<file path="src/rtl/memory_scan.sv">
// Scans three read banks (2048/1024/512 words) against PATTERN through a one-stage read pipeline.
// A scan takes 3585 busy cycles followed by a one-cycle done; start is ignored unless idle.
module memory_scan #(
    parameter logic [15:0] PATTERN = 16'hFFFF
) (
    input  logic        clk,
    input  logic        reset,
    input  logic        start,
    output logic [12:0] rd_addr,
    output logic [2:0]  rd_sel,
    input  logic [15:0] q1,
    input  logic [15:0] q2,
    input  logic [15:0] q3,
    output logic        busy,
    output logic        done,
    output logic        pass,
    output logic [11:0] err_count,
    output logic [12:0] first_err_addr,
    output logic [7:0]  out
);

    typedef enum logic [1:0] {IDLE, SCAN, DRAIN, REPORT} state_t;

    localparam logic [12:0] LAST_ADDR = 13'd3583;
    localparam logic [12:0] NO_ERR    = 13'h1FFF;

    state_t      state, state_nxt;
    logic [12:0] d_addr;
    logic [2:0]  d_sel;
    logic        d_vld;
    logic [15:0] sel_q;
    logic        mismatch;
    logic [11:0] err_nxt;
    logic [7:0]  result_byte;

    always_ff @(posedge clk or posedge reset) begin
        if (reset) state <= IDLE;
        else       state <= state_nxt;
    end

    always_comb begin
        state_nxt = state;
        case (state)
            IDLE:    if (start) state_nxt = SCAN;
            SCAN:    if (rd_addr == LAST_ADDR) state_nxt = DRAIN;
            DRAIN:   state_nxt = REPORT;
            REPORT:  state_nxt = IDLE;
            default: state_nxt = IDLE;
        endcase
    end

    // Bank boundaries at 2048 and 3072 fall on address bits 11 and 10.
    always_comb begin
        rd_sel = 3'b000;
        if (state == SCAN) begin
            if (!rd_addr[11])      rd_sel = 3'b001;
            else if (!rd_addr[10]) rd_sel = 3'b010;
            else                   rd_sel = 3'b100;
        end
    end

    always_comb begin
        sel_q = q1;
        if (d_sel[1])      sel_q = q2;
        else if (d_sel[2]) sel_q = q3;
    end

    assign mismatch = d_vld && (sel_q != PATTERN);
    assign err_nxt  = (mismatch && err_count != 12'hFFF) ? err_count + 12'd1 : err_count;

    always_ff @(posedge clk or posedge reset) begin
        if (reset) begin
            rd_addr        <= 13'd0;
            d_addr         <= 13'd0;
            d_sel          <= 3'b000;
            d_vld          <= 1'b0;
            err_count      <= 12'd0;
            first_err_addr <= NO_ERR;
            pass           <= 1'b0;
            result_byte    <= 8'h00;
        end else begin
            d_vld  <= (state == SCAN);
            d_sel  <= rd_sel;
            d_addr <= rd_addr;
            if (state == IDLE && start) begin
                rd_addr        <= 13'd0;
                err_count      <= 12'd0;
                first_err_addr <= NO_ERR;
                pass           <= 1'b0;
            end else begin
                if (state == SCAN && rd_addr != LAST_ADDR)
                    rd_addr <= rd_addr + 13'd1;
                err_count <= err_nxt;
                // NO_ERR is never a scanned address, so it doubles as the "none yet" flag.
                if (mismatch && first_err_addr == NO_ERR)
                    first_err_addr <= d_addr;
                if (state == DRAIN) begin
                    pass <= (err_nxt == 12'd0);
                    if (err_nxt == 12'd0)
                        result_byte <= 8'hA5;
                    else
                        result_byte <= {1'b1, (err_nxt > 12'd127) ? 7'h7F : err_nxt[6:0]};
                end
            end
        end
    end

    assign busy = (state == SCAN) || (state == DRAIN);
    assign done = (state == REPORT);
    assign out  = busy ? rd_addr[12:5] : result_byte;

endmodule

</file>
<file path="config.mk">
export PLATFORM = sky130hd
export DESIGN_NAME = memory_scan
export DESIGN_NICKNAME = d
export VERILOG_FILES = /design/src/rtl/memory_scan.sv
export SDC_FILE = /design/constraint.sdc
export NUM_CORES = 1
export LEC_CHECK = 0
export BUFFER_PORTS_ARGS = -buffer_cell sky130_fd_sc_hd__buf_4
export CORE_MARGIN = 2
export CORE_UTILIZATION = 37
export CTS_BUF_LIST = sky130_fd_sc_hd__clkbuf_8
export CTS_CLUSTER_SIZE = 28
export DETAILED_ROUTE_END_ITERATION = 10
export HOLD_SLACK_MARGIN = 0.05
export SLEW_MARGIN = 15
export SYNTH_ARGS = -nofsm -noshare
export SYNTH_HDL_FRONTEND = slang
export SYNTH_SLANG_ARGS = --single-unit
</file>
<file path="constraint.sdc">
create_clock -name clk -period 2.75 [get_ports clk]
set_input_delay 0.1375 -clock clk [delete_from_list [all_inputs] [get_ports clk]]
set_output_delay 0.1375 -clock clk [all_outputs]
set_load 0.02 [all_outputs]
</file>
; ---- Word level (Yosys, flattened, before mapping)
; Cells that the tools add are included.
[totals]
regBits = 66
inputBits = 51
word_cells = 55
[classes]
add_sub_neg = 2
n_lt_le_gt_ge = 1
eq_ne = 10
muxes = 19
bitwise = 1
n_reduce_logical = 13
[ops]
columns = operator, n
row1 = 13-bit 2-to-1 mux, 4
row2 = 16-bit 2-to-1 mux, 2
row3 = 12-bit 2-to-1 mux, 2
row4 = 16-bit inequality test (second input constant), 1
row5 = 7-bit 2-to-1 mux, 2
row6 = 13-bit by 1-bit adder with 13-bit output (second input constant), 1
row7 = 13-bit by 12-bit equality test with 1-bit output (second input constant), 1
row8 = 13-bit equality test (second input constant), 1
row9 = 13-bit by 12-bit inequality test with 1-bit output (second input constant), 1
row10 = 12-bit by 1-bit adder with 12-bit output (second input constant), 1
row11 = 12-bit by 7-bit greater-than comparator with 1-bit output (second input constant), 1
row12 = 12-bit logical NOT, 1
row13 = 12-bit inequality test (second input constant), 1
row14 = 3-bit 2-to-1 mux, 3
row15 = 8-bit 2-to-1 mux, 1
row16 = 2-bit one-hot mux with 4 select lines, 1
row17 = 2-bit nonzero test, 3
row18 = 1-bit logical AND, 5
row19 = 2-bit equality test (second input constant), 2
row20 = 2-bit 2-to-1 mux, 2
row21 = 2-bit inequality test (second input constant), 2
row22 = 2-bit AND reduction, 2
row23 = 2-bit by 1-bit equality test with 1-bit output (second input constant), 1
row24 = 2-bit logical NOT, 1
row25 = other kinds (3), 4

; ---- Longest topological paths before layout
; Gate-level depths: netlist of run 1.
[depth]
ltp_word = 9
ltp_mapped = 8

; ---- Worst setup path after synthesis of run 1
; OpenSTA, ideal clock, no wires.
[synth_timing]
path_kind = register -> register
from = register err_count[0]
to = register pass
setup_time_ns = 0.120
arrival_time_ns = 2.201
path_slack_ns = 0.428
path_stages_with_launch = 9
period_less_slack_ns = 2.322
path_cell_list = dfrtp_1 -> ha_1 -> and4_1 -> and4_1 -> nor3_1 -> a311o_1 -> o2bb2a_4 -> buf_6 -> a41o_1
[synth_via]
elab_chain_len = 6
word_cells_on_any_way = 7
[synth_rtl]
columns = element, line
row1 = from (decl), 17  ; output logic [11:0] err_count,
row2 = from (signal assigned), 93  ; err_count <= err_nxt;
row3 = branches (longest 2 deep; another with 12-bit by 1-bit adder with 12-bit output), n/a
row4 = 12-bit 2-to-1 mux *, 69  ; assign err_nxt = (mismatch && err_count != 12'hFFF) ? err_count + 12'd1 : err_count;
row5 = 12-bit logical NOT *, 98  ; pass <= (err_nxt == 12'd0);
row6 = 1-bit 2-to-1 mux *, 97  ; if (state == DRAIN) begin
row7 = 1-bit 2-to-1 mux *, 85  ; if (state == IDLE && start) begin
row8 = to (signal assigned), 98
row9 = to (decl), 16  ; output logic pass,
; Every way passes the cells marked *. The select of a mux whose other input is x is not followed.
; A chain may end at the register's enable or synchronous reset.

; ---- Worst setup path in the final report of run 1
[layout_timing]
from = register err_count[0]
to = register result_byte[2]
[layout_via]
elab_chain_len = 6
word_cells_on_any_way = 8
[layout_rtl]
columns = element, line
row1 = branches (longest 2 deep; another with 12-bit by 1-bit adder with 12-bit output), n/a
row2 = 12-bit 2-to-1 mux *, 69
row3 = 12-bit by 7-bit greater-than comparator with 1-bit output, 102  ; result_byte <= {1'b1, (err_nxt > 12'd127) ? 7'h7F : err_nxt[6:0]};
row4 = 7-bit 2-to-1 mux, 102
row5 = 7-bit 2-to-1 mux *, 99  ; if (err_nxt == 12'd0)
row6 = to (signal assigned), 102
row7 = to (decl), 34  ; logic [7:0] result_byte;
; Every way passes the cells marked *.

==> qor.csv, run 1 <==
metric,value,unit
status,"finished, final reports clean",
synth-seq-cells,65,
tightestPinTransition,0.832,ns
slew_headroom,44.3,%
critical_path.top_delay_family,compound AO/OA/AOI/OAI gates,
ys_warn_count,0,
vias,2836,
cts_buffers,9,
root_buffer,clkbuf_8,
ys_types,47,
syn-mean-instance-area,10.1,µm²
cts_sinks,65,
max_freq,404,MHz
viasPerCell,5.31,
crit_path_start,err_count[0],
cellLeakagePower,2.06,nW
timing.rr.start,err_count[0],
clock_power_share,36.7,%
grt_pass1_wl,14100,µm
grt_pass1_vias,2783,
clkLatencyLatePin,0.33,ns
fill_cells,748,
grt_overflow,0,
arrival,2.68,ns
synthCells,318,
cts_max_path_buffers,2,
final_util,51.6,%
grt.total_usage,18.4,%
switching_share,26.8,%
grt_max_degree,31,
die_area,9430,µm²
finalHoldViolations,0,
ant_nets,0,
antenna_found_initial,0,
maxSlewViolCount,0,
max_stage_delay,0.51,ns
synth_most_common_cell,dfrtp_1,
synth_top_area_share,40.6,%
crit_fanout,7,
cts_resized,0,
hp-class,input pin to flip-flop,
crit_required,2.95,ns
netlist_area,3210,µm²
yosys.area.top_type,dfrtp_1,
combPwrFrac,13.6,%
place_inst,517,
skew,0.00729,ns
die_w,97.1,µm
instances_no_fill,534,
max_cap_violations,0,
wire_per_inst,16.0,µm
crit_type,flip-flop to flip-flop,
critPathLaunchType,flip-flop,
p_switching,562,µW
multi_input_area,1460,µm²
numPortBuffers,102,
antennaDiodeCount,0,
htreeDepth,3,
reg2reg_slack,0.27,ns
synth_commonest_cells,"52 x dfrtp_1, 32 x nand2_1, 32 x nor2_1, 17 x nand4_1, 15 x o21ai_0",
pin_count,103,
regArea,1640,µm²
synth_area_leaders,"dfrtp_1 41%, dfstp_2 11%, nand2_1 3.7%, nor2_1 3.7%, xor2_1 3.5%",
min_period,2.48,ns
slowest_stage,a2111oi_0,
rows,33,
cts_tree,done,
layout-drive-gt1-share,35.4,%
place_ws,0.311,ns
reg2reg_depth,7,
rsz0062_at_grt,false,
die_h,97.1,µm
area_growth,33.4,%
drt_wl_total,8570,µm
fp.coreArea,8300,µm²
totalPowerFinal,2.10,mW
synthFlopType,dfrtp_1,
powerDensity,491,nW/µm²
dp_hpwl,6450,µm
synth-async-reset-ratio,100,%
drt-initial-drc-count,130,
synth_edf_count,0,
final_nets,482,
gp_congestion,0.854,
fin_tns_setup,0,ns
drc,0,
initial_core_util,38.7,%
intPower,1.54,mW
crit_buf_inv,0,
vdd_drop_max,0.000246,V
syn-num-nets,376,
period_share,90.1,%
reg2reg_to,result_byte[2],
path_clk_slew,0.07,ns
cp.depth,7,
critPathCapture,result_byte[2],
layout_setup_ws,0.273,ns
endpoint_kind,flip-flop,
crit_chain,ha_1 -> and4_1 -> a41oi_1 -> o21ai_1 -> nor2_1 -> a2111oi_0 -> a31oi_1,
ys_seq_area_share,51.2,%
setup_viol,0,
first_pass_iters,4,
seq_power_share,49.6,%
==> power groups by stage <==
stage	Clock [mW]	Combinational, mW	Sequential [mW]
after floorplan	0	0.127	1.07
after global placement	0	0.287	1.06
after detailed placement	0	0.287	1.06
after CTS	0.790	0.290	1.04
after global routing	0.829	0.310	1.05
final	0.772	0.286	1.04
==> metal layers <==
layer	vias up	share of wire, %	track usage (%)	routed length [µm]
met4	0	1.4	6.18	122
met5	-	0	0	0
met2	111	46	29.2	3940
li1	1365	-	-	-
met3	10	6.4	3.67	548
met1	1350	46	25.5	3960
==> worst reg2reg max path, delay by kind of cell, from the launching register on <==
family,cells,cell delay (ns)
AO/OA/AOI/OAI,4,1.12
adder cells (fa/ha/maj),1,0.31
flip-flops,1,0.43
AND/OR/NAND/NOR,2,0.50
==> what timing repair did <==
| action | in CTS | in global routing |
|---|---|---|
| endpoints found under the hold margin | 15 | 0 |
| hold buffers | 1 | 0 |
| setup buffers | 0 | 0 |
==> logic make-up after synthesis <==
group	after synthesis	share of synthesized area [%]
muxes	11	3.78
AOI/OAI and AO/OA	52	11.2
buffers and inverters	24	3.28
and+or+nand+nor	137	21.8
DFF	65	51.2
xor gates and xnor gates	22	6.01
adders and majority gates	7	2.73
==> how the worst min path moves through the flow <==
stage | start | end | slack [ns] | depth (start not counted)
finish | start | state[0] | 0.24 | 3
CTS | start | state[0] | 0.23 | 3
global route | start | state[0] | 0.33 | 3
detailed placement | reset | d_sel[2] | 0.25 | 2
global placement | reset | d_sel[1] | 0.25 | 2
floorplan | start | first_err_addr[7] | 0.37 | 2
==> flip-flops by register name, summed over array words and instances (netlist names) <==
| register | cells |
|---|---|
| err_count | 12 |
| result_byte | 8 |
| d_vld | 1 |
| state | 2 |
| pass | 1 |
| d_sel | 2 |
| d_addr | 13 |
| first_err_addr | 13 |
| rd_addr | 13 |
==> cells in the final DEF, fill, tap and decap left out, types with 2 or more instances in the layout <==
cell type	n
a2111oi_0	3
a211oi_1	2
mux2_2	9
and4_1	6
buf_4	108
xor2_1	13
o21ai_0	15
clkinv_2	2
xnor2_1	9
a21o_1	2
clkbuf_8	9
nor3_1	9
nor2b_1	2
a31oi_1	10
nor4_1	8
nand4b_1	2
mux2i_1	2
ha_1	7
a21oi_1	4
nor2_1	32
nand2_1	32
nand4_1	17
dfrtp_1	52
o21a_1	4
and2_1	2
dfstp_2	13
and3_1	4
nand3_1	14
inv_1	11
or3_1	2
or2_2	2
==> layout make-up <==
type	instances	area share, %
flip-flops and latches	65	38.4
well taps	105	3.07
repair buffers	109	19.2
inverters	10	0.877
clock inverters	7	1.49
clock buffers	9	2.89
multi-input cells	229	34.1
==> metrics by stage <==
stage	area, µm²	hold slack [ns]
detailed placement	4080	0.251
CTS	4280	0.233
finish	4280	0.245
floorplan	3210	0.370
global placement	4080	0.252
global route	4280	0.331
Note: power is estimated with default switching activity, not from simulation.
==> inputs of run 2 (changes only) <==
--- a/config.mk
+++ b/config.mk
@@ -12,6 +12,7 @@
 export CTS_CLUSTER_SIZE = 28
 export DETAILED_ROUTE_END_ITERATION = 10
 export HOLD_SLACK_MARGIN = 0.05
+export MAX_ROUTING_LAYER = met4
 export SLEW_MARGIN = 15
 export SYNTH_ARGS = -nofsm -noshare
 export SYNTH_HDL_FRONTEND = slang
==> run 2 against run 1 <==
  * Non-clock buffer count did not move
  * Combinational power barely moved
  * Via count fell by 0.32%
  * Global-route usage rose by 0.58 points
  * Cell area did not move
  * First-iteration DRC count rose by 4.6%
  * Register-to-register slack barely moved
  * Sequential cell count did not move
  * Wire length barely moved
  * Clock-buffer cell count did not move
  * Hold slack improved by 0.0020 ns
==> qor.csv, run 2 (synthesized netlist as in run 1, its figures left out) <==
metric,value,unit
rows,33,
critical_path.top_delay_family,compound AO/OA/AOI/OAI gates,
final_nets,482,
skew,0.00740,ns
max_stage_delay,0.51,ns
crit_chain,ha_1 -> and4_1 -> a41oi_1 -> o21ai_1 -> nor2_1 -> a2111oi_0 -> a31oi_1,
root_buffer,clkbuf_8,
gp_congestion,0.868,
grt_max_degree,31,
die_h,97.1,µm
cts_buffers,9,
totalPowerFinal,2.10,mW
top_regs,"d_addr x13, first_err_addr x13, rd_addr x13",
place_ws,0.311,ns
drt_wl_total,8580,µm
final_cell_mix,"108 x buf_4, 52 x dfrtp_1, 32 x nand2_1, 32 x nor2_1, 17 x nand4_1",
grt_pass1_wl,14100,µm
maxSlewViolCount,0,
cp.depth,7,
critPathLaunchType,flip-flop,
pin_count,103,
endpoint_kind,flip-flop,
grt_pass1_vias,2781,
area_growth,33.4,%
antennaDiodeCount,0,
path_clk_slew,0.07,ns
cts_sinks,65,
tightestPinTransition,0.834,ns
grt_overflow,0,
die_w,97.1,µm
first_pass_iters,4,
period_share,90.1,%
viasPerCell,5.29,
cts_max_path_buffers,2,
vdd_drop_max,0.000246,V
max_cap_violations,0,
dp_hpwl,6450,µm
cts_setup_buffers,0,
status,"finished, final reports clean",
numPortBuffers,102,
setup_viol,0,
layout_setup_ws,0.272,ns
initial_core_util,38.7,%
drt-initial-drc-count,136,
min_period,2.48,ns
cts_tree,done,
vias,2827,
finalHoldViolations,0,
fill_cells,748,
arrival,2.68,ns
rsz0062_at_grt,false,
whs_path_depth,3,
layout_commonest_cell,buf_4,
grt.total_usage,19.0,%
htreeDepth,3,
hp-class,input pin to flip-flop,
reg2reg_depth,7,
ant_nets,0,
powerDensity,490,nW/µm²
crit_type,flip-flop to flip-flop,
fp.coreArea,8300,µm²
crit_required,2.95,ns
crit_fanout,7,
wire_per_inst,16.1,µm
die_area,9430,µm²
regArea,1640,µm²
layout-drive-gt1-share,35.4,%
fin_tns_setup,0,ns
antenna_found_initial,0,
slew_headroom,44.2,%
drc,0,
multi_input_area,1460,µm²
slowest_stage,a2111oi_0,
max_freq,404,MHz
cellLeakagePower,2.06,nW
clkLatencyLatePin,0.33,ns
crit_buf_inv,0,
final_util,51.6,%
[run 2: layout make-up]
type	count	area share (%)
sequential	65	38.4
multi-input combinational	229	34.1
timing repair buffer	109	19.2
tap	105	3.07
clock buffer	9	2.89
clock inverter	7	1.49
inverter	10	0.877
[run 2: timing repair]
| item | CTS | global route |
|---|---|---|
| hold endpoints to repair | 15 | 0 |
| hold buffers | 1 | 0 |
| resized for setup | 0 | 0 |
[run 2: metal layers]
metal	GRT usage, %	routed length [µm]
met1	25.7	3950
met3	3.53	558
met2	29.2	3950
met4	6.18	123
met5	-	0
[run 2: path summary, 6_finish.rpt]
| path | endpoint | slack, ns | start |
|---|---|---|---|
| worst max-delay path | result_byte[2] | 0.27 | err_count[0] |
| worst max register to register | result_byte[2] | 0.27 | err_count[0] |
| max in group asynchronous | rd_addr[6] | 1.63 | reset |
| worst min register to register | d_addr[1] | 0.46 | rd_addr[1] |
| worst min-delay path | state[0] | 0.25 | start |
| min in group asynchronous | err_count[8] | 0.44 | reset |
[run 2: power breakdown]
| group | internal, mW | switching (mW) | total (mW) |
|---|---|---|---|
| sequential | 0.985 | 0.0567 | 1.04 |
| combinational | 0.142 | 0.144 | 0.286 |
| clock | 0.410 | 0.360 | 0.770 |
| total | 1.54 | 0.561 | 2.10 |
[run 2: worst register-to-register path, cell delays in order, from the launching register on]
cell       delay (ns)
dfrtp_1          0.43
ha_1             0.31
and4_1           0.31
a41oi_1          0.16
o21ai_1          0.31
nor2_1           0.19
a2111oi_0        0.51
a31oi_1          0.14
[run 2: through the flow]
step / hold WS (ns) / instance area [µm²] / instances
4_1_cts: 0.233 / 4280 / 534
5_1_grt: 0.331 / 4280 / 534
3_3_place_gp: 0.252 / 4080 / 517
2_1_floorplan: 0.370 / 3210 / 318
3_5_place_dp: 0.251 / 4080 / 517
6_report: 0.247 / 4280 / 534
==> inputs of run 3 (changes only) <==
--- a/config.mk
+++ b/config.mk
@@ -6,7 +6,7 @@
 export NUM_CORES = 1
 export LEC_CHECK = 0
 export BUFFER_PORTS_ARGS = -buffer_cell sky130_fd_sc_hd__buf_4
-export CORE_MARGIN = 2
+export CORE_MARGIN = 3
 export CORE_UTILIZATION = 37
 export CTS_BUF_LIST = sky130_fd_sc_hd__clkbuf_8
 export CTS_CLUSTER_SIZE = 28
==> run 3 against run 2 <==
  * Setup slack improved by 0.021 ns
  * Clock power about the same
  * Cell area about the same
  * Combinational power decreased by 8.7%
  * Clock-buffer cell count unchanged
==> qor.csv, run 3 (synthesized netlist as in run 1, its figures left out) <==
metric,value,unit
grt.total_usage,18.1,%
cts_sinks,65,
fill_cells,772,
maxSlewViolCount,0,
intPower,1.53,mW
arrival,2.65,ns
finalHoldViolations,0,
clock_power_share,36.9,%
p_switching,560,µW
antennaDiodeCount,0,
tightestPinTransition,0.794,ns
initial_core_util,38.7,%
instances_no_fill,532,
max_cap_violations,0,
endpoint_kind,flip-flop,
final_nets,480,
layout_commonest_cell,buf_4,
status,"finished, final reports clean",
crit_chain,ha_1 -> and4_1 -> a41oi_1 -> o21ai_1 -> nor2_1 -> a2111oi_0 -> a31oi_1,
crit_fanout,7,
drt_wl_total,8490,µm
cts_tree,done,
slew_headroom,46.8,%
switching_share,26.8,%
clkLatencyLatePin,0.34,ns
die_h,99.1,µm
crit_type,flip-flop to flip-flop,
hp-class,input pin to flip-flop,
root_buffer,clkbuf_8,
place_inst,515,
reg2reg_slack,0.29,ns
ant_nets,0,
multi_input_area,1460,µm²
dp_hpwl,6450,µm
die_w,99.1,µm
setup_viol,0,
critPathLaunchType,flip-flop,
vias,2818,
grt_pass1_wl,13800,µm
final_cell_mix,"105 x buf_4, 52 x dfrtp_1, 32 x nand2_1, 32 x nor2_1, 17 x nand4_1",
first_pass_iters,4,
critical_path.top_delay_family,compound AO/OA/AOI/OAI gates,
max_freq,407,MHz
final_util,51.6,%
drt-initial-drc-count,150,
pin_count,103,
crit_required,2.94,ns
drc,0,
layout-drive-gt1-share,35.1,%
cellLeakagePower,2.06,nW
viasPerCell,5.30,
cts_resized,0,
antenna_found_initial,0,
seq_power_share,50.6,%
max_stage_delay,0.45,ns
min_period,2.46,ns
area_growth,33.4,%
numPortBuffers,102,
slowest_stage,a2111oi_0,
totalPowerFinal,2.09,mW
cts_buffers,9,
die_area,9820,µm²
crit_buf_inv,0,
skew,0.00890,ns
cts_max_path_buffers,2,
grt_overflow,0,
rows,33,
fin_tns_setup,0,ns
htreeDepth,3,
period_share,89.3,%
path_clk_slew,0.07,ns
gp_congestion,0.872,
fp.coreArea,8300,µm²
wire_per_inst,16.0,µm
top_regs,"d_addr x13, first_err_addr x13, rd_addr x13",
combPwrFrac,12.5,%
grt_max_degree,54,
regArea,1640,µm²
holdWs,0.268,ns
powerDensity,489,nW/µm²
grt_pass1_vias,2767,
rsz0062_at_grt,false,
vdd_drop_max,0.000238,V
run 3: path summary, 6_finish.rpt:
check | startpoint | to | cells past startpoint
max | err_count[0] | result_byte[2] | 7
min | start | state[0] | 3
max reg2reg | err_count[0] | result_byte[2] | 7
min reg2reg | rd_addr[1] | d_addr[1] | 0
max in group asynchronous | reset | first_err_addr[4] | 4
min in group asynchronous | reset | d_sel[2] | 3
run 3: area by class of cell:
class / instances / share of cell area, %
sequential: 65 / 38.4
clock inverter: 7 / 1.52
tap: 105 / 3.07
multi-input combinational: 229 / 34.1
inverter: 10 / 0.877
timing repair buffer: 107 / 19.1
clock buffer: 9 / 2.89
run 3: per-layer routing:
layer  routed length, µm  vias up  track usage [%]
met3                 589       13             3.37
met1                3840     1346             23.7
met5                   0        -                -
met4                 111        0             6.30
met2                3960      102             28.5
li1                    -     1357                -
run 3: power groups by stage:
stage          clock network, mW  registers (mW)  logic [mW]
6_report                   0.772            1.06       0.261
5_1_grt                    0.834            1.07       0.284
4_1_cts                    0.795            1.06       0.266
3_5_place_dp                   0            1.08       0.264
3_3_place_gp                   0            1.07       0.262
2_1_floorplan                  0            1.07       0.127
run 3: worst reg2reg max path, cell delays in order, from the launching register on:
cell and delay [ns]:
dfrtp_1 0.42, ha_1 0.32, and4_1 0.31, a41oi_1 0.16
o21ai_1 0.32, nor2_1 0.20, a2111oi_0 0.45, a31oi_1 0.15
run 3: timing repair:
item / CTS / global route
hold buffers: 1 / 0
hold endpoints to repair: 12 / 0
setup buffers: 0 / 0
run 3: per-stage QoR:
stage / area, µm² / worst slack, ns
2_1_floorplan: 3210 / 0.428
3_3_place_gp: 4080 / 0.421
3_5_place_dp: 4080 / 0.319
4_1_cts: 4280 / 0.311
5_1_grt: 4280 / 0.0652
6_report: 4280 / 0.293
